===== src/rtl/mem_arb_pkg.sv =====
// Shared definitions for the two-port memory arbiter: FSM encoding, default widths
// and port indices.
package mem_arb_pkg;

  localparam int unsigned DefaultAw = 8;
  localparam int unsigned DefaultDw = 8;

  localparam int unsigned P0 = 0;
  localparam int unsigned P1 = 1;

  typedef enum logic [1:0] {
    StIdle,
    StMem,
    StResp
  } arb_state_e;

endpackage


===== src/rtl/rr_pick2.sv =====
// Combinational 2-way round-robin chooser: a lone requester wins, a tie goes to the
// port that was not served last. last=1 means port 1 was served last.
module rr_pick2
  import mem_arb_pkg::*;
(
  input  logic [1:0] req,
  input  logic       last,
  output logic [1:0] win
);

  always_comb begin
    win     = 2'b00;
    win[P0] = req[P0] & (~req[P1] | last);
    win[P1] = req[P1] & (~req[P0] | ~last);
  end

endmodule


===== src/rtl/mem_arbiter.sv =====
// Serialises accesses from two req/ready masters onto a single memory port with
// round-robin arbitration; every output comes straight from a register.
module mem_arbiter
  import mem_arb_pkg::*;
#(
  parameter int unsigned AW = DefaultAw,
  parameter int unsigned DW = DefaultDw
) (
  input  logic          clk,
  input  logic          rst,

  input  logic          p0_req,
  input  logic          p0_we,
  input  logic [AW-1:0] p0_addr,
  input  logic [DW-1:0] p0_wdata,
  output logic [DW-1:0] p0_rdata,
  output logic          p0_ready,

  input  logic          p1_req,
  input  logic          p1_we,
  input  logic [AW-1:0] p1_addr,
  input  logic [DW-1:0] p1_wdata,
  output logic [DW-1:0] p1_rdata,
  output logic          p1_ready,

  output logic          mem_req,
  output logic          mem_we,
  output logic [AW-1:0] mem_addr,
  output logic [DW-1:0] mem_wdata,
  input  logic [DW-1:0] mem_rdata,
  input  logic          mem_ready,

  output logic [1:0]    grant,
  output logic          busy
);

  arb_state_e    state_q;
  logic          last_q;
  logic [1:0]    win;
  logic          sel_we;
  logic [AW-1:0] sel_addr;
  logic [DW-1:0] sel_wdata;

  rr_pick2 u_pick (
    .req  ({p1_req, p0_req}),
    .last (last_q),
    .win  (win)
  );

  always_comb begin
    sel_we    = p0_we;
    sel_addr  = p0_addr;
    sel_wdata = p0_wdata;
    if (win[P1]) begin
      sel_we    = p1_we;
      sel_addr  = p1_addr;
      sel_wdata = p1_wdata;
    end
  end

  always_ff @(posedge clk or posedge rst) begin
    if (rst) begin
      state_q   <= StIdle;
      last_q    <= 1'b1;  // port 0 wins the first tie
      mem_req   <= 1'b0;
      mem_we    <= 1'b0;
      mem_addr  <= '0;
      mem_wdata <= '0;
      p0_rdata  <= '0;
      p1_rdata  <= '0;
      p0_ready  <= 1'b0;
      p1_ready  <= 1'b0;
      grant     <= 2'b00;
      busy      <= 1'b0;
    end else begin
      p0_ready <= 1'b0;
      p1_ready <= 1'b0;
      unique case (state_q)
        StIdle: begin
          if (|win) begin
            mem_req   <= 1'b1;
            mem_we    <= sel_we;
            mem_addr  <= sel_addr;
            mem_wdata <= sel_wdata;
            grant     <= win;
            last_q    <= win[P1];
            busy      <= 1'b1;
            state_q   <= StMem;
          end
        end
        StMem: begin
          if (mem_ready) begin
            mem_req <= 1'b0;
            if (grant[P1]) begin
              p1_rdata <= mem_rdata;
              p1_ready <= 1'b1;
            end else begin
              p0_rdata <= mem_rdata;
              p0_ready <= 1'b1;
            end
            state_q <= StResp;
          end
        end
        StResp: begin
          // One-cycle gap lets the served requester drop req before IDLE samples again.
          grant   <= 2'b00;
          busy    <= 1'b0;
          state_q <= StIdle;
        end
        default: state_q <= StIdle;
      endcase
    end
  end

endmodule


===== config.mk =====
export PLATFORM = sky130hd
export DESIGN_NAME = mem_arbiter
export DESIGN_NICKNAME = d
export VERILOG_FILES = /design/src/rtl/mem_arb_pkg.sv /design/src/rtl/rr_pick2.sv /design/src/rtl/mem_arbiter.sv
export SDC_FILE = /design/constraint.sdc
export NUM_CORES = 1
export LEC_CHECK = 0
export BUFFER_PORTS_ARGS = -buffer_cell sky130_fd_sc_hd__buf_4
export CORE_ASPECT_RATIO = 1.2
export CORE_UTILIZATION = 30
export DETAILED_ROUTE_END_ITERATION = 12
export SLEW_MARGIN = 10
export SYNTH_ARGS = -nofsm -noshare
export SYNTH_HDL_FRONTEND = slang
export SYNTH_SLANG_ARGS = --single-unit

===== constraint.sdc =====
create_clock -name clk -period 1.23 [get_ports clk]
set_input_delay 0.246 -clock clk [delete_from_list [all_inputs] [get_ports clk]]
set_output_delay 0.246 -clock clk [all_outputs]
set_load 0.02 [all_outputs]

======== Word-level counts from Yosys, hierarchy flattened ========
Cells that the tools add are included.
word-level totals
  flip-flop bits (word level) ............. 42
  input bits .............................. 47
  logic and storage cells ................. 52
operators by class
  equality and inequality tests ........... 4
  muxes and demuxes ....................... 18
  bitwise logic cells ..................... 8
  reduce and logical (&&, ||, !) cells .... 10
operator list
  cell                number
  $mux 8              2
  $mux 1              9
  $reduce_and 3->1    3
  $pmux 2 s2          2
  $mux 2              3
  $reduce_and 2->1    3
  $ne 2x2->1 const B  2
  $not 1->1           4
  $pmux 1 s2          2
  $reduce_bool 2->1   2
  $and 1x1->1         2
  $eq 2x1->1 const B  1
  $eq 2x2->1 const B  1
  $logic_not 2->1     1
  $or 1x1->1          2
  $reduce_or 2->1     1

======== Depth between registers and ports, before layout ========
Gate-level depths: netlist of run 1.
  depth after elaboration ................. 6
  gate-level depth with buffers ........... 5
  mapped depth without buffers ............ 4

======== Modules after synthesis ========
A second synthesis of run 1 with hierarchy kept.
second synthesis, totals
  cells, all modules ...................... 124
  area total of the unflattened synthesis .. 1,850.5 um^2
modules (own cells, without submodules)
  module       times used  cells an instance  area each (um^2)
  mem_arbiter  1           121                1,831.8
  rr_pick2     1           3                  18.8

======== Least setup slack after synthesis of run 1 ========
Ideal clock, no wire load.
  path type ............................... register to register
  start point ............................. register last_q
  end point ............................... register mem_addr[3]
  data arrival time ....................... 1,161 ps
  required time ........................... 1,148 ps
  slack ................................... -13 ps
  stages on the path, launching flop included .. 6
  cell sequence ........................... dfstp_2 a21bo_2 buf_4 buf_2 nand2_1 a31oi_1
on the way
  longest elaborated chain between the ends .. 5
RTL lines
  item                               line               source
  start, declared                    mem_arbiter.sv:38  logic last_q;
  start signal, assigned             mem_arbiter.sv:86  last_q <= win[P1];
  $not 1->1                          rr_pick2.sv:14     win[P1] = req[P1] & (~req[P0] | ~last);
  $or 1x1->1                         rr_pick2.sv:14
  $and 1x1->1                        rr_pick2.sv:14
  $reduce_or 2->1                    mem_arbiter.sv:80  if (|win) begin
  $reduce_and 2->1 (no source line)  --
  end signal, assigned               mem_arbiter.sv:83  mem_addr <= sel_addr;
  end, declared                      mem_arbiter.sv:28  output logic [AW-1:0] mem_addr,
Several ways; a longest one is shown, not always the timed one.
A chain may end at the register's enable or synchronous reset.

======== Worst setup path after layout of run 1 ========
  start point ............................. register state_q[1]
  end point ............................... register p0_rdata[4]
on the way
  longest elaborated chain between the ends .. 2
RTL lines
  item                               line                source
  start, declared                    mem_arbiter.sv:37   arb_state_e state_q;
  start signal, assigned             mem_arbiter.sv:63   state_q <= StIdle;
  start signal, assigned             mem_arbiter.sv:88   state_q <= StMem;
  start signal, assigned             mem_arbiter.sv:101  state_q <= StResp;
  $eq 2x1->1                         mem_arbiter.sv:78   unique case (state_q)
  $reduce_and 3->1 (no source line)  --
  end signal, assigned               mem_arbiter.sv:98   p0_rdata <= mem_rdata;
  end, declared                      mem_arbiter.sv:16   output logic [DW-1:0] p0_rdata,
No other way between the ends.

==> qor.yml, run 1 <==
dpl-instance-area_um2: 2596
crit_type: "reg2reg"
grt_pass1_vias: 1521
finalCritPeriodShare_pct: 101.8
via_count: 1581
arrival_ns: 1.43
synth_warnings: 0
cap_violations: 0
final_layout_size_suffix_gt1_share_pct: 50.57
clk_pin_slew_ns: 0.08
grt_usage_pct: 15.30
stdcell_count: 345
grt_setup_unrepaired: "true"
antenna_found_initial: 0
grt-ovfl-total: 0
routed_via_density: 4.583
pwr-share-clk_pct: 14.7
crit_path_end_kind: "flop"
antenna_cells: 0
slowest_stage: "dfrtp_1"
dp_slack_ns: -0.05317
comb_power_share_pct: 51.6
violations: "negative setup slack"
finalMaxSlewViolations: 0
peakVddDrop_v: 0.0007991
drc_errors: 0
start_kind: "flop"
synth_top_area_cell: "dfrtp_1"
synth_nets: 209
synth_area_per_cell_um2: 11.08
synth.distinct_cells: 25
ctsLongestPathBuffers: 2
io_pins: 86
io_buffers: 85
initial_core_util_pct: 31.47
wl_mm: 4.639
cts-root-buf: "clkbuf_8"
grt_start_max_net_pins: 43
period_needed_ns: 1.252
design.core.area_um2: 5705
tightest_slew_ns: 0.2284
rows: 30
dr.pass1.iters: 4
cts_htree_levels: 2
drt_iter0_drc: 53
clk_latency_ns: 0.29
reg2reg_setup_slack_ns: -0.02
path_cells: "nand3b_4 -> nor2_4 -> mux2_2"
netlist_instances: 162
stdcell_area_um2: 2801
die_x_um: 72.62
dpl.cell_count: 333
power.internal_mw: 4.478
power.leakage_nw: 1.377
fin_skew_ns: 0.003038
place.gp.congestion: 0.7516
switching_share_pct: 38.47
setup_violations: 10
wire_per_inst_um: 13.45
hold_class: "in2reg"
slew_headroom_pct: 84.77
synth_seq_cells: 42
yosysSeqAreaShare_pct: 58.61
crit_path_max_fanout: 5
synth_area_leaders: "dfrtp_1 57%, nand2_1 8.2%, a31oi_1 6.3%, a21oi_1 5.3%, mux2_1 5.0%"
hold_slack_ns: 0.1567
clock-sinks: 42
grt_pass1_wl_mm: 7.327
area_growth_pct: 56.03
postLayoutCoreUtil_pct: 49.10
postRouteAntennaNets: 0
critPathTopFamily: "simple AND/OR/NAND/NOR gates"
final_nets: 311
fin_ws_ns: -0.02216
crit_buf_inv: 0
die_area_um2: 6299
p_per_area_nw_per_um2: 2598
cts_buffers: 5
cpPeakStageDelay_ns: 0.39
seqPwrFrac_pct: 33.7
yosys.area.top_type_share_pct: 57.14
cts_tree: "yes"
cp.required_ns: 1.41
syn-cell-area_um2: 1795
status: "finished with violations"
hold_viol_final: 0
hpwl_mm: 3.416
chipHeight_um: 86.75
fmax_mhz: 798.6
p_sw_mw: 2.800
[cells in the final DEF (no fill, tap or decap), types with 2 or more instances in the layout]
| cell type | Yosys | final |
|---|---|---|
| buf_4 | 3 | 97 |
| dfrtp_1 | 41 | 41 |
| nand2_1 | 39 | 39 |
| a21oi_1 | 19 | 19 |
| a31oi_1 | 18 | 18 |
| mux2_4 | 0 | 9 |
| mux2_2 | 8 | 5 |
| clkbuf_8 | 0 | 5 |
| buf_6 | 2 | 4 |
| nor2_4 | 1 | 2 |
| inv_1 | 3 | 2 |
| mux2_1 | 8 | 2 |
| o31ai_1 | 2 | 2 |
| clkinv_2 | 0 | 2 |
[power groups by stage]
stage	Clock, mW	Sequential (mW)	Combinational (mW)
global placement	0	2.47	3.45
global route	1.16	2.53	4.05
finish	1.07	2.46	3.76
detailed placement	0	2.48	3.50
floorplan	0	3.23	1.19
CTS	1.10	2.45	3.64
[layout make-up]
class	instances	area, um2
Fill cell	557	2904
Sequential cell	42	1052
Timing Repair Buffer	103	803.3
Multi-Input combinational cell	108	719.4
Tap cell	80	100.1
Clock buffer	5	68.82
Clock inverter	3	40.04
Inverter	4	17.52
[final timing paths]
kind / startpoint / to / depth (start not counted)
worst min register to register: mem_req / mem_req / 2
worst min-delay path: mem_ready / state_q[0] / 2
worst max-delay path: state_q[1] / p0_rdata[4] / 3
min in group asynchronous: rst / p1_ready / 4
max in group asynchronous: rst / last_q / 4
worst max register to register: state_q[1] / p0_rdata[4] / 3
[synth_stat cells]
cell type,count
mux2_1,8
a21bo_2,1
a31oi_1,18
mux2_2,8
dfstp_2,1
dfrtp_1,41
nor2_1,2
nand2b_1,1
inv_2,1
a21boi_0,1
nand3b_4,1
nor2_4,1
buf_2,4
buf_6,2
o31ai_1,2
inv_1,3
o21a_1,1
a21oi_1,19
and2_1,1
a21boi_2,1
nand2_1,39
nand2_4,1
a32oi_1,1
or2_1,1
buf_4,3
[layer usage]
layer,global-route usage [%],part of all wire (%),vias to the layer above
li1,-,-,769
met5,0,0,-
met3,3.837,5.4,8
met4,5.704,1.6,0
met1,18.30,42,748
met2,26.34,51,56
[logic make-up (layout without fill, tap and decap cells)]
logic type / count (synthesis) / count (layout) / share of synthesized area [%]
simple gates: 47 / 48 / 11.99
compound gates: 44 / 44 / 14.91
flops: 42 / 42 / 58.61
mux: 16 / 16 / 10.04
buf+inv: 13 / 115 / 4.460
[registers in the layout, indices dropped and copies added, names as in the netlist]
name	cells
mem_req	1
p1_rdata	8
p1_ready	1
state_q	2
mem_addr	8
mem_wdata	8
grant	2
last_q	1
busy	1
p0_rdata	8
p0_ready	1
mem_we	1
[timing repair]
action,4_1_cts,5_1_grt
cloned,1,0
gates resized for setup,6,10
setup buffers,1,1
endpoints found under the setup margin,10,37
hold endpoints to repair,41,0
pin swaps,1,2
hold buffers,1,0
[through the flow]
stage	power (mW)	setup TNS (ns)
6_report	7.278	-0.1193
5_1_grt	7.735	-1.982
4_1_cts	7.198	-0.5399
3_5_place_dp	5.982	-0.3900
3_3_place_gp	5.923	-0.1547
2_1_floorplan	4.418	-0.01956
Note: power is estimated with default switching activity, not from simulation.
==> run 2, diff against run 1 <==
--- a/config.mk
+++ b/config.mk
@@ -6,9 +6,11 @@
 export NUM_CORES = 1
 export LEC_CHECK = 0
 export BUFFER_PORTS_ARGS = -buffer_cell sky130_fd_sc_hd__buf_4
+export CAP_MARGIN = 20
 export CORE_ASPECT_RATIO = 1.2
 export CORE_UTILIZATION = 30
 export DETAILED_ROUTE_END_ITERATION = 12
+export SKIP_LAST_GASP = 1
 export SLEW_MARGIN = 10
 export SYNTH_ARGS = -nofsm -noshare
 export SYNTH_HDL_FRONTEND = slang
==> qor.yml, run 2 (synthesis results as in run 1) <==
design.core.area_um2: 5705  # unchanged
fin_ws_ns: -0.02848  # -0.006323 ns
cpPeakStageDelay_ns: 0.39  # about the same
start_kind: "flop"
ctsLongestPathBuffers: 2  # unchanged
cap_violations: 0  # unchanged
grt_usage_pct: 15.28  # -0.025 points
p_per_area_nw_per_um2: 2587  # -0.42%
hold_slack_ns: 0.1569  # +0.0002520 ns
antenna_cells: 0  # unchanged
regArea_um2: 1052  # unchanged
drc_errors: 0  # unchanged
hpwl_mm: 3.416  # unchanged
clk_pin_slew_ns: 0.08  # about the same
cts_buffers: 5  # unchanged
final_nets: 311  # unchanged
grt_pass1_wl_mm: 7.314  # -0.18%
drt_iter0_drc: 61  # +15%
slowest_stage: "dfrtp_1"
status: "finished with violations"
grt_pass1_vias: 1518  # -0.20%
grt-ovfl-total: 0  # unchanged
arrival_ns: 1.44  # about the same
wl_mm: 4.595  # -0.95%
via_count: 1585  # +0.25%
cts-root-buf: "clkbuf_8"
path_cells: "nand3b_4 -> nor2_4 -> mux2_2"
finalMaxSlewViolations: 0  # unchanged
crit_buf_inv: 0  # unchanged
hold_class: "in2reg"
slew_headroom_pct: 84.84  # about the same
peakVddDrop_v: 0.0007985  # about the same
place.gp.congestion: 0.7516  # unchanged
die_area_um2: 6299  # unchanged
postRouteAntennaNets: 0  # unchanged
fillCellCount: 559  # +0.36%
clk_latency_ns: 0.29  # about the same
io_buffers: 85  # unchanged
fmax_mhz: 794.6  # -0.50%
violations: "negative setup slack"
fin_skew_ns: 0.002664  # -0.0003733 ns
chipHeight_um: 86.75  # unchanged
rows: 30  # unchanged
grt_start_max_net_pins: 43  # unchanged
fin_tns_setup_ns: -0.1230  # -0.003694 ns
multi_input_area_um2: 704.4  # -2.1%
area_growth_pct: 55.19
die_x_um: 72.62  # unchanged
wire_per_inst_um: 13.32  # -0.95%
hold_viol_final: 0  # unchanged
dr.pass1.iters: 4  # unchanged
setup_violations: 6  # -4
clock-sinks: 42  # unchanged
critPathTopFamily: "simple AND/OR/NAND/NOR gates"
crit_type: "reg2reg"
power.leakage_nw: 1.359  # -1.3%
initial_core_util_pct: 31.47  # unchanged
io_pins: 86  # unchanged
final_layout_size_suffix_gt1_share_pct: 49.43  # -1.1 points
cts_htree_levels: 2  # unchanged
antenna_found_initial: 0  # unchanged
layout_commonest_cell: "buf_4"
finalCritPeriodShare_pct: 102.3  # +0.51 points
crit_path_end_kind: "flop"
crit_path_max_fanout: 4  # -1
period_needed_ns: 1.258  # +0.006323 ns
grt_setup_unrepaired: "true"
tightest_slew_ns: 0.2274  # -0.0009353 ns
routed_via_density: 4.594  # +0.25%
cts_tree: "yes"
cp.required_ns: 1.41  # about the same
layout.cells.most_common_list: "97 x buf_4, 41 x dfrtp_1, 39 x nand2_1"
run 2: cell counts in the layout (fill, tap and decap cells not counted):
No cell type changed its count.
run 2: what timing repair did:
action | 4_1_cts | 5_1_grt
hold buffers | 1 | 0
setup endpoints to repair | 10 | 37
resized for setup | 5 | 7
gates cloned | 1 | 0
pin swaps | 1 | 2
hold endpoints to repair | 41 | 0
buffers inserted | 1 | 1
run 2: cell type report:
class / count / share of cell area (%)
Sequential cell: 42 / 37.76
Timing Repair Buffer: 103 / 28.83
Multi-Input combinational cell: 108 / 25.28
Tap cell: 80 / 3.592
Clock buffer: 5 / 2.470
Clock inverter: 3 / 1.437
Inverter: 4 / 0.6286
run 2: path summary, 6_finish.rpt:
path                            startpoint      endpoint  slack [ns]  depth (start not counted)
worst max-delay path            state_q[1]   p0_rdata[7]       -0.03                          3
worst min-delay path             mem_ready    state_q[0]        0.16                          2
worst max register to register  state_q[1]   p0_rdata[7]       -0.03                          3
worst min register to register     mem_req       mem_req        0.49                          2
max in group asynchronous              rst        last_q        0.42                          4
min in group asynchronous              rst  mem_wdata[1]        0.54                          4
run 2: per-stage QoR:
| step | std cells | instance area [um2] | worst slack, ns | utilization [%] | total power [mW] |
|---|---|---|---|---|---|
| after CTS | 344 | 2749 | -0.06158 | 48.18 | 7.183 |
| after global routing | 345 | 2786 | -0.08582 | 48.84 | 7.670 |
| after detailed placement | 333 | 2596 | -0.05317 | 45.50 | 5.982 |
| after global placement | 333 | 2596 | -0.02156 | 45.50 | 5.923 |
| after floorplan | 162 | 1798 | -0.002445 | - | 4.418 |
| final | 345 | 2786 | -0.02848 | 48.84 | 7.208 |
run 2: per-layer routing:
| layer | global-route usage (%) | wire length [um] | part of all wire [%] |
|---|---|---|---|
| met2 | 26.34 | 2328 | 51 |
| met4 | 5.704 | 74 | 1.6 |
| met1 | 18.22 | 1942 | 42 |
| met3 | 3.837 | 249 | 5.4 |
| met5 | 0 | 0 | 0 |
run 2: power by group:
group	total, mW	internal, mW	switching (mW)	leakage [nW]
clock	1.07	0.597	0.471	0.0579
sequential	2.45	2.06	0.386	0.487
combinational	3.69	1.76	1.93	0.814
